$ cat src/rtl/hazard_ctrl_pkg.sv
// Shared definitions for the hazard controller: multiply/divide scoreboard
// state encodings and the default execution latencies of the MDU.
package hazard_ctrl_pkg;

    // Scoreboard state as seen on the mduState output.
    typedef enum logic [1:0] {
        MDU_IDLE = 2'd0,
        MDU_MULT = 2'd1,
        MDU_DIV  = 2'd2
    } mdu_state_t;

    // Default execution latencies in cycles (legal range 2..63 each).
    localparam int MULT_CYCLES_DEF = 4;
    localparam int DIV_CYCLES_DEF  = 32;

    // Width of the busy-cycle down-counter; holds up to 63 cycles.
    localparam int MDU_CNT_W = 6;

endpackage

$ cat src/rtl/mdu_scoreboard.sv
// Tracks whether the multiply/divide unit is busy and for how long.
// A start pulse loads the latency minus one; the unit stays busy until the
// counter has reached zero, giving exactly MULT_CYCLES / DIV_CYCLES busy cycles.
module mdu_scoreboard
    import hazard_ctrl_pkg::*;
#(
    parameter int MULT_CYCLES = MULT_CYCLES_DEF,
    parameter int DIV_CYCLES  = DIV_CYCLES_DEF
) (
    input  logic       clk,
    input  logic       rst,
    input  logic       start,
    input  logic       is_div,
    output mdu_state_t state
);

    logic [MDU_CNT_W-1:0] count;

    // Scoreboard FSM and busy counter; reset wins over any start or count.
    always_ff @(posedge clk) begin
        if (rst) begin
            state <= MDU_IDLE;
            count <= '0;
        end else begin
            case (state)
                MDU_IDLE: begin
                    if (start) begin
                        // Divide wins if both flags are set by the decoder.
                        if (is_div) begin
                            state <= MDU_DIV;
                            count <= MDU_CNT_W'(DIV_CYCLES - 1);
                        end else begin
                            state <= MDU_MULT;
                            count <= MDU_CNT_W'(MULT_CYCLES - 1);
                        end
                    end
                end
                MDU_MULT, MDU_DIV: begin
                    // A taken branch never aborts the unit: counting continues.
                    if (count == '0) begin
                        state <= MDU_IDLE;
                    end else begin
                        count <= count - 1'b1;
                    end
                end
                default: begin
                    state <= MDU_IDLE;
                    count <= '0;
                end
            endcase
        end
    end

endmodule

$ cat src/rtl/hazard_ctrl.sv
// Pipeline hazard controller: detects load-use and multiply/divide hazards,
// resolves them against taken branches, issues MDU operations and counts
// stall cycles. Priority is branchTaken > load-use > MDU busy.
module hazard_ctrl
    import hazard_ctrl_pkg::*;
#(
    parameter int MULT_CYCLES = MULT_CYCLES_DEF,
    parameter int DIV_CYCLES  = DIV_CYCLES_DEF
) (
    input  logic        clk,
    input  logic        rst,
    input  logic [4:0]  idRs,
    input  logic [4:0]  idRt,
    input  logic        idUsesRs,
    input  logic        idUsesRt,
    input  logic        idIsMult,
    input  logic        idIsDiv,
    input  logic        idReadsHiLo,
    input  logic        exMemRead,
    input  logic [4:0]  exRt,
    input  logic        branchTaken,
    output logic        pcWrite,
    output logic        ifIdWrite,
    output logic        ifIdFlush,
    output logic        idExFlush,
    output logic        mduStart,
    output logic [1:0]  mduState,
    output logic [15:0] stallCount
);

    mdu_state_t sb_state;
    logic       load_use;
    logic       mdu_busy;
    logic       mdu_hazard;
    logic       stall;

    mdu_scoreboard #(
        .MULT_CYCLES(MULT_CYCLES),
        .DIV_CYCLES (DIV_CYCLES)
    ) u_scoreboard (
        .clk   (clk),
        .rst   (rst),
        .start (mduStart),
        .is_div(idIsDiv),
        .state (sb_state)
    );

    assign mduState = sb_state;

    // Hazard detection; register 0 is never a real dependency.
    always_comb begin
        load_use   = exMemRead && (exRt != 5'd0) &&
                     ((idUsesRs && (idRs == exRt)) || (idUsesRt && (idRt == exRt)));
        mdu_busy   = (sb_state != MDU_IDLE);
        mdu_hazard = mdu_busy && (idReadsHiLo || idIsMult || idIsDiv);
    end

    // Priority resolution: flush on taken branch, else stall, else issue/advance.
    always_comb begin
        pcWrite   = 1'b1;
        ifIdWrite = 1'b1;
        ifIdFlush = 1'b0;
        idExFlush = 1'b0;
        mduStart  = 1'b0;
        stall     = 1'b0;
        if (branchTaken) begin
            ifIdFlush = 1'b1;
            idExFlush = 1'b1;
        end else if (load_use || mdu_hazard) begin
            stall     = 1'b1;
            pcWrite   = 1'b0;
            ifIdWrite = 1'b0;
            idExFlush = 1'b1;
        end else if (!mdu_busy && (idIsMult || idIsDiv)) begin
            mduStart  = 1'b1;
        end
    end

    // Saturating stall-cycle counter.
    always_ff @(posedge clk) begin
        if (rst) begin
            stallCount <= '0;
        end else if (stall && (stallCount != 16'hFFFF)) begin
            stallCount <= stallCount + 16'd1;
        end
    end

endmodule

$ cat config.mk
export PLATFORM = sky130hd
export DESIGN_NAME = hazard_ctrl
export DESIGN_NICKNAME = d
export VERILOG_FILES = /design/src/rtl/hazard_ctrl_pkg.sv /design/src/rtl/mdu_scoreboard.sv /design/src/rtl/hazard_ctrl.sv
export SDC_FILE = /design/constraint.sdc
export NUM_CORES = 1
export LEC_CHECK = 0
export ABC_AREA = 1
export BUFFER_PORTS_ARGS = -buffer_cell sky130_fd_sc_hd__buf_2
export CAP_MARGIN = 20
export CORE_MARGIN = 2
export CORE_UTILIZATION = 25
export CTS_BUF_LIST = sky130_fd_sc_hd__clkbuf_8 sky130_fd_sc_hd__clkbuf_16
export CTS_CLUSTER_DIAMETER = 30
export CTS_CLUSTER_SIZE = 24
export DETAILED_ROUTE_END_ITERATION = 16
export GPL_TIMING_DRIVEN = 0
export SYNTH_ARGS = -nofsm -noshare
export SYNTH_HDL_FRONTEND = slang
export SYNTH_SLANG_ARGS = --single-unit
export TNS_END_PERCENT = 5
$ cat constraint.sdc
create_clock -name clk -period 1.9 [get_ports clk]
set_clock_uncertainty 0.1 [all_clocks]
set_input_delay 0.19 -clock clk [delete_from_list [all_inputs] [get_ports clk]]
set_output_delay 0.19 -clock clk [all_outputs]
set_load 0.005 [all_outputs]
* Word level (Yosys, flattened, before mapping)
Cells that the tools add are included.
** Operators by class
- Eq/ne operators :: 8
- Muxes and demuxes :: 17
- Add/sub/neg operators :: 2
- Reduce and logical (&&, ||, !) cells :: 20
** Operators with widths (number)
- 16-bit by 1-bit adder with 16-bit output (second input constant) :: 1
- 16-bit != test (second input constant) :: 1
- 6-bit two-way mux :: 2
- 6-bit case mux with 2 select lines :: 1
- 5-bit equality test :: 2
- 1-bit two-way mux :: 9
- 1-bit logical AND :: 7
- 6-bit logical NOT :: 1
- 2-bit two-way mux :: 3
- 6-bit by 1-bit subtractor with 6-bit output (second input constant) :: 1
- 1-bit logical OR :: 5
- 5-bit two-way mux :: 1
- 5-bit nonzero test :: 1
- 2-bit != test (second input constant) :: 2
- 2-bit case mux with 2 select lines :: 1
- 2-bit AND reduction :: 2
- 2-bit by 1-bit equality test with 1-bit output (second input constant) :: 1
- 2-bit equality test (second input constant) :: 1
- 2-bit logical NOT :: 1
- 2-bit by 1-bit != test with 1-bit output (second input constant) :: 1
- 2-bit nonzero test :: 1
- 2-bit OR reduction :: 1
- 1-bit logical NOT :: 1
** Storage, ports and cells
- Register bits after elaboration :: 24
- Output and inout port bits :: 23

* Depth between registers and ports, before layout
- Depth after elaboration :: 9
- Depth in mapped cells :: 13
- Depth with buffers taken out :: 13

* Modules after synthesis
From an unflattened synthesis, not the netlist that was laid out.
** Unflattened totals
- Cells, all modules :: 333
- Area total of the unflattened synthesis :: 2038.2 um^2
** Modules (own cells, without submodules)
- hazard_ctrl :: times used 1, cells an instance 252, area an instance 1483.9 um^2
- mdu_scoreboard :: times used 1, cells an instance 81, area an instance 554.3 um^2

* Worst setup path after synthesis
OpenSTA, ideal clock, no wires.
- Path kind :: reg-to-reg
- Start :: register stallCount[0]
- End :: register stallCount[0]
- Setup slack :: 0.051 ns
- Clock period less this slack :: 1.849 ns
- Cell stages (with the launch flop) :: 11
- Data arrival time :: 1.679 ns
- Cell sequence :: dfxtp_1 ha_1 nand3_2 nor2_4 nand2_2 nor3_2 nand2_2 nand3_2 buf_8 nand2_2 a21oi_2
** Between the ends
- Longest elaborated chain between the ends :: 2
** RTL lines
- from (decl) :: line hazard_ctrl.sv:28 : output logic [15:0] stallCount
- from (signal assigned) :: line hazard_ctrl.sv:84 : stallCount <= stallCount + 16'd1;
- branches (longest 2 deep; another with 16-bit by 1-bit adder with 16-bit output)
Several ways; the timed one is not identified.
A chain may end at the register's enable or synchronous reset.

* Final worst setup path
- Start :: register u_scoreboard.state[1]
- End :: output pcWrite
** Between the ends
- Longest elaborated chain between the ends :: 5
** RTL lines
- from (decl) :: line mdu_scoreboard.sv:14 : output mdu_state_t state
- from (signal assigned) :: line mdu_scoreboard.sv:22 : state <= MDU_IDLE;
- from (signal assigned) :: line mdu_scoreboard.sv:30 : state <= MDU_DIV;
- from (signal assigned) :: line mdu_scoreboard.sv:33 : state <= MDU_MULT;
- 2-bit nonzero test :: line hazard_ctrl.sv:54 : mdu_busy = (sb_state != MDU_IDLE);
- 1-bit logical AND :: line hazard_ctrl.sv:55 : mdu_hazard = mdu_busy && (idReadsHiLo || idIsMult || idIsDiv);
- 1-bit logical OR :: line hazard_ctrl.sv:69 : end else if (load_use || mdu_hazard) begin
- 1-bit two-way mux :: line hazard_ctrl.sv:69
- 1-bit two-way mux :: line hazard_ctrl.sv:66 : if (branchTaken) begin
- to (decl) :: line hazard_ctrl.sv:22 : output logic pcWrite,
Every way passes these cells.

==> metrics <==
Post-Route WL 4.67 mm; full die area 7960 sq um; Maximum Capacitance Violations 0; Async SR Flop Fraction 0%; biggest fanout along the worst timing path 7; total power density per cell area 1090 nW/um^2; DPL Wire Length 3.43 mm; CTS max path bufs 2; Max transition margin 55.0%; fin worst setup slack 94.6 ps; CTS tree built; result of the run finished, final reports clean; Final Max Slew Viols 0; sort of element at the start of the critical path flop; most common library cell in the layout ignoring fill and taps sky130_fd_sc_hd__nand2_1; mean cell area of the mapped netlist 6.42 sq um; final setup violation count 0; buffer and inverter count on the worst path 4; Leakage 1.09 nW; post-DR wirelength/cell 10.5 um; number of buffers added on ports 45; x dimension of the die 89.2 um; Final Hold Vio Count 0; slowest stage delay, CP 360 ps; antenna violations before repair 0; overall routing resource usage 12.0%; IO Count 47; Distinct cells, synth 31; First-pass DRT Iterations 4; Setup Crit Path Kind reg2out; largest cells by area after synthesis sky130_fd_sc_hd__dfxtp_1 (26%), sky130_fd_sc_hd__nand2_1 (15%), sky130_fd_sc_hd__xor2_1 (6.7%); Die Height 89.2 um; row cnt 31; Remaining Overflow, GRT 0; antenna diode count 0; final instance count without filler cells 443; number of enable flip-flop cells after synthesis 0; CTS clock-pin slew for the worst setup and hold paths 80 ps; CP Cell Sequence inv_2 > ha_4 > o21ai_4 > and2_4 > inv_2 > buf_4 > buf_2; Max IR drop VDD 0.000313 V; net count after synthesis 312; RePlAce Congestion 0.802; end-of-flow core utilization 33.8%; delay-heaviest family, CP flip-flops; DRC violation count after routing 0; count of state elements after synthesis 24; RSZ-0062 raised after global routing yes; Worst path most repeated cell sky130_fd_sc_hd__inv_2; hold_buf cts 0; total standard cell area after synthesis 1820 sq um; Detail Route Antenna Nets 0; critical path's slowest cell sky130_fd_sc_hd__dfxtp_2; final net count 374; post-layout power 2.62 mW; Synthesis Warnings 0; Place WS -217 ps; count of filler cells inserted in the layout 786; FMAX 554 MHz; vias 1915; DP Cell Count 427; Worst-Margin Slew 676 ps; category of the worst setup path capture point primary output; worst hold path class in2reg; top library cells by usage in the layout, fill and taps aside sky130_fd_sc_hd__nand2_1 (69), sky130_fd_sc_hd__buf_2 (46), sky130_fd_sc_hd__nor2_1 (32); WP data arrival 1520 ps; required time of the critical path 1610 ps; first-pass GRT wire length 7.65 mm; cell type with the largest total area after synthesis sky130_fd_sc_hd__dfxtp_1; layout overhead on the synthesized area 32.7%; via/cell ratio 4.32; source-to-sink clock delay at the later pin of the worst-skew pair 270 ps; core area 7140 sq um; TritonCTS Buffers 3; number of clock sinks seen by CTS 24; final worst path period share 95.0%; area share of the largest cell type after synthesis 26.4%; initial cell density of the core 25.5%; synthesized netlist cell count 283; sequential cell area fraction in the yosys report 26.4%; fraction of layout cells with a size suffix above 1 32.8%; largest net degree at the start of global routing 15; Min Clock Period, post-route 1810 ps; most used flip-flop cell after synthesis sky130_fd_sc_hd__dfxtp_1; CTS H-Tree Depth 1; CTS Root Buffer Type sky130_fd_sc_hd__clkbuf_8; via count of the first global-routing pass 1710; drt initial violations 57
[worst min-delay path, delay by kind of cell]
family | cells | cell delay, ps
AND/OR/NAND/NOR | 4 | 260
buffers and inverters | 1 | 100
[layer usage]
| metal | track usage [%] | vias up | share of wire [%] |
|---|---|---|---|
| met5 | 0 | - | 0 |
| met4 | 1.90 | 0 | 0.36 |
| met3 | 2.31 | 2 | 2.6 |
| met2 | 19.4 | 21 | 48 |
| met1 | 16.9 | 869 | 49 |
| li1 | - | 1023 | - |
[path summary, 6_finish.rpt]
check	to	start	slack (ps)	cells after the start
worst max-delay path	pcWrite	u_scoreboard.state[1]$_SDFFE_PP0P_	90	7
worst min register to register	stallCount[13]$_SDFFE_PP0P_	stallCount[13]$_SDFFE_PP0P_	390	2
worst min-delay path	u_scoreboard.state[0]$_SDFFE_PP0P_	idIsDiv	220	5
worst max register to register	stallCount[1]$_SDFFE_PP0P_	stallCount[1]$_SDFFE_PP0P_	110	10
[power by group]
group	internal, mW	total [mW]	switching (mW)	leakage, nW
logic	0.644	1.48	0.834	0.857
registers	0.610	0.687	0.0770	0.198
clock network	0.282	0.454	0.172	0.0357
[synthesized netlist by cell type (2+ instances only)]
cell / count
sky130_fd_sc_hd__nand2_1: 71
sky130_fd_sc_hd__inv_1: 32
sky130_fd_sc_hd__nor2_1: 32
sky130_fd_sc_hd__dfxtp_1: 24
sky130_fd_sc_hd__nand3_1: 24
sky130_fd_sc_hd__a21oi_1: 15
sky130_fd_sc_hd__xor2_1: 14
sky130_fd_sc_hd__nand4_1: 11
sky130_fd_sc_hd__a21oi_2: 10
sky130_fd_sc_hd__nand2_2: 6
sky130_fd_sc_hd__ha_1: 5
sky130_fd_sc_hd__inv_2: 5
sky130_fd_sc_hd__nor3_1: 5
sky130_fd_sc_hd__or2_2: 4
sky130_fd_sc_hd__buf_4: 3
sky130_fd_sc_hd__buf_2: 2
sky130_fd_sc_hd__clkbuf_1: 2
sky130_fd_sc_hd__nand3_2: 2
sky130_fd_sc_hd__nor3_2: 2
sky130_fd_sc_hd__nor4_1: 2
sky130_fd_sc_hd__o21ai_0: 2
[area by class of cell]
cell class / count / area, sq um / area share, %
multi-input cells: 212 / 1200 / 49.9
flip-flops and latches: 24 / 494 / 20.5
repair buffers: 58 / 323 / 13.4
inverters: 38 / 143 / 5.92
well taps: 99 / 124 / 5.14
plain buffers: 8 / 53.8 / 2.23
clock buffers: 3 / 41.3 / 1.71
clock inverters: 1 / 30.0 / 1.25
[flip-flops by register name (all words and copies together) (netlist names)]
register            cells
stallCount             16
u_scoreboard.state      2
u_scoreboard.count      6
[cell families after synthesis]
kind of cell	count (synthesis)	synth area share, %
AND/OR/NAND/NOR	163	41.5
AO/OA/AOI/OAI	29	10.3
flip-flops	24	26.4
adder cells (fa/ha/maj)	5	3.44
buffers and inverters	47	11.1
XOR/XNOR	15	7.23
[per-stage QoR]
stage	area, sq um	hold slack (ps)	TNS, ps
final	2410	224	0
after global routing	2410	242	-37.0
after CTS	2320	207	0
after detailed placement	2170	378	-2610
after global placement	2170	369	-2290
after floorplan	1820	352	0
[repair_timing]
| action | 4_1_cts | 5_1_grt |
|---|---|---|
| setup endpoints to repair | 19 | 20 |
| buffers inserted | 5 | 8 |
| pin swaps | 2 | 3 |
| gates resized for setup | 13 | 13 |
No activity file was read; power rests on OpenSTA's default activity.
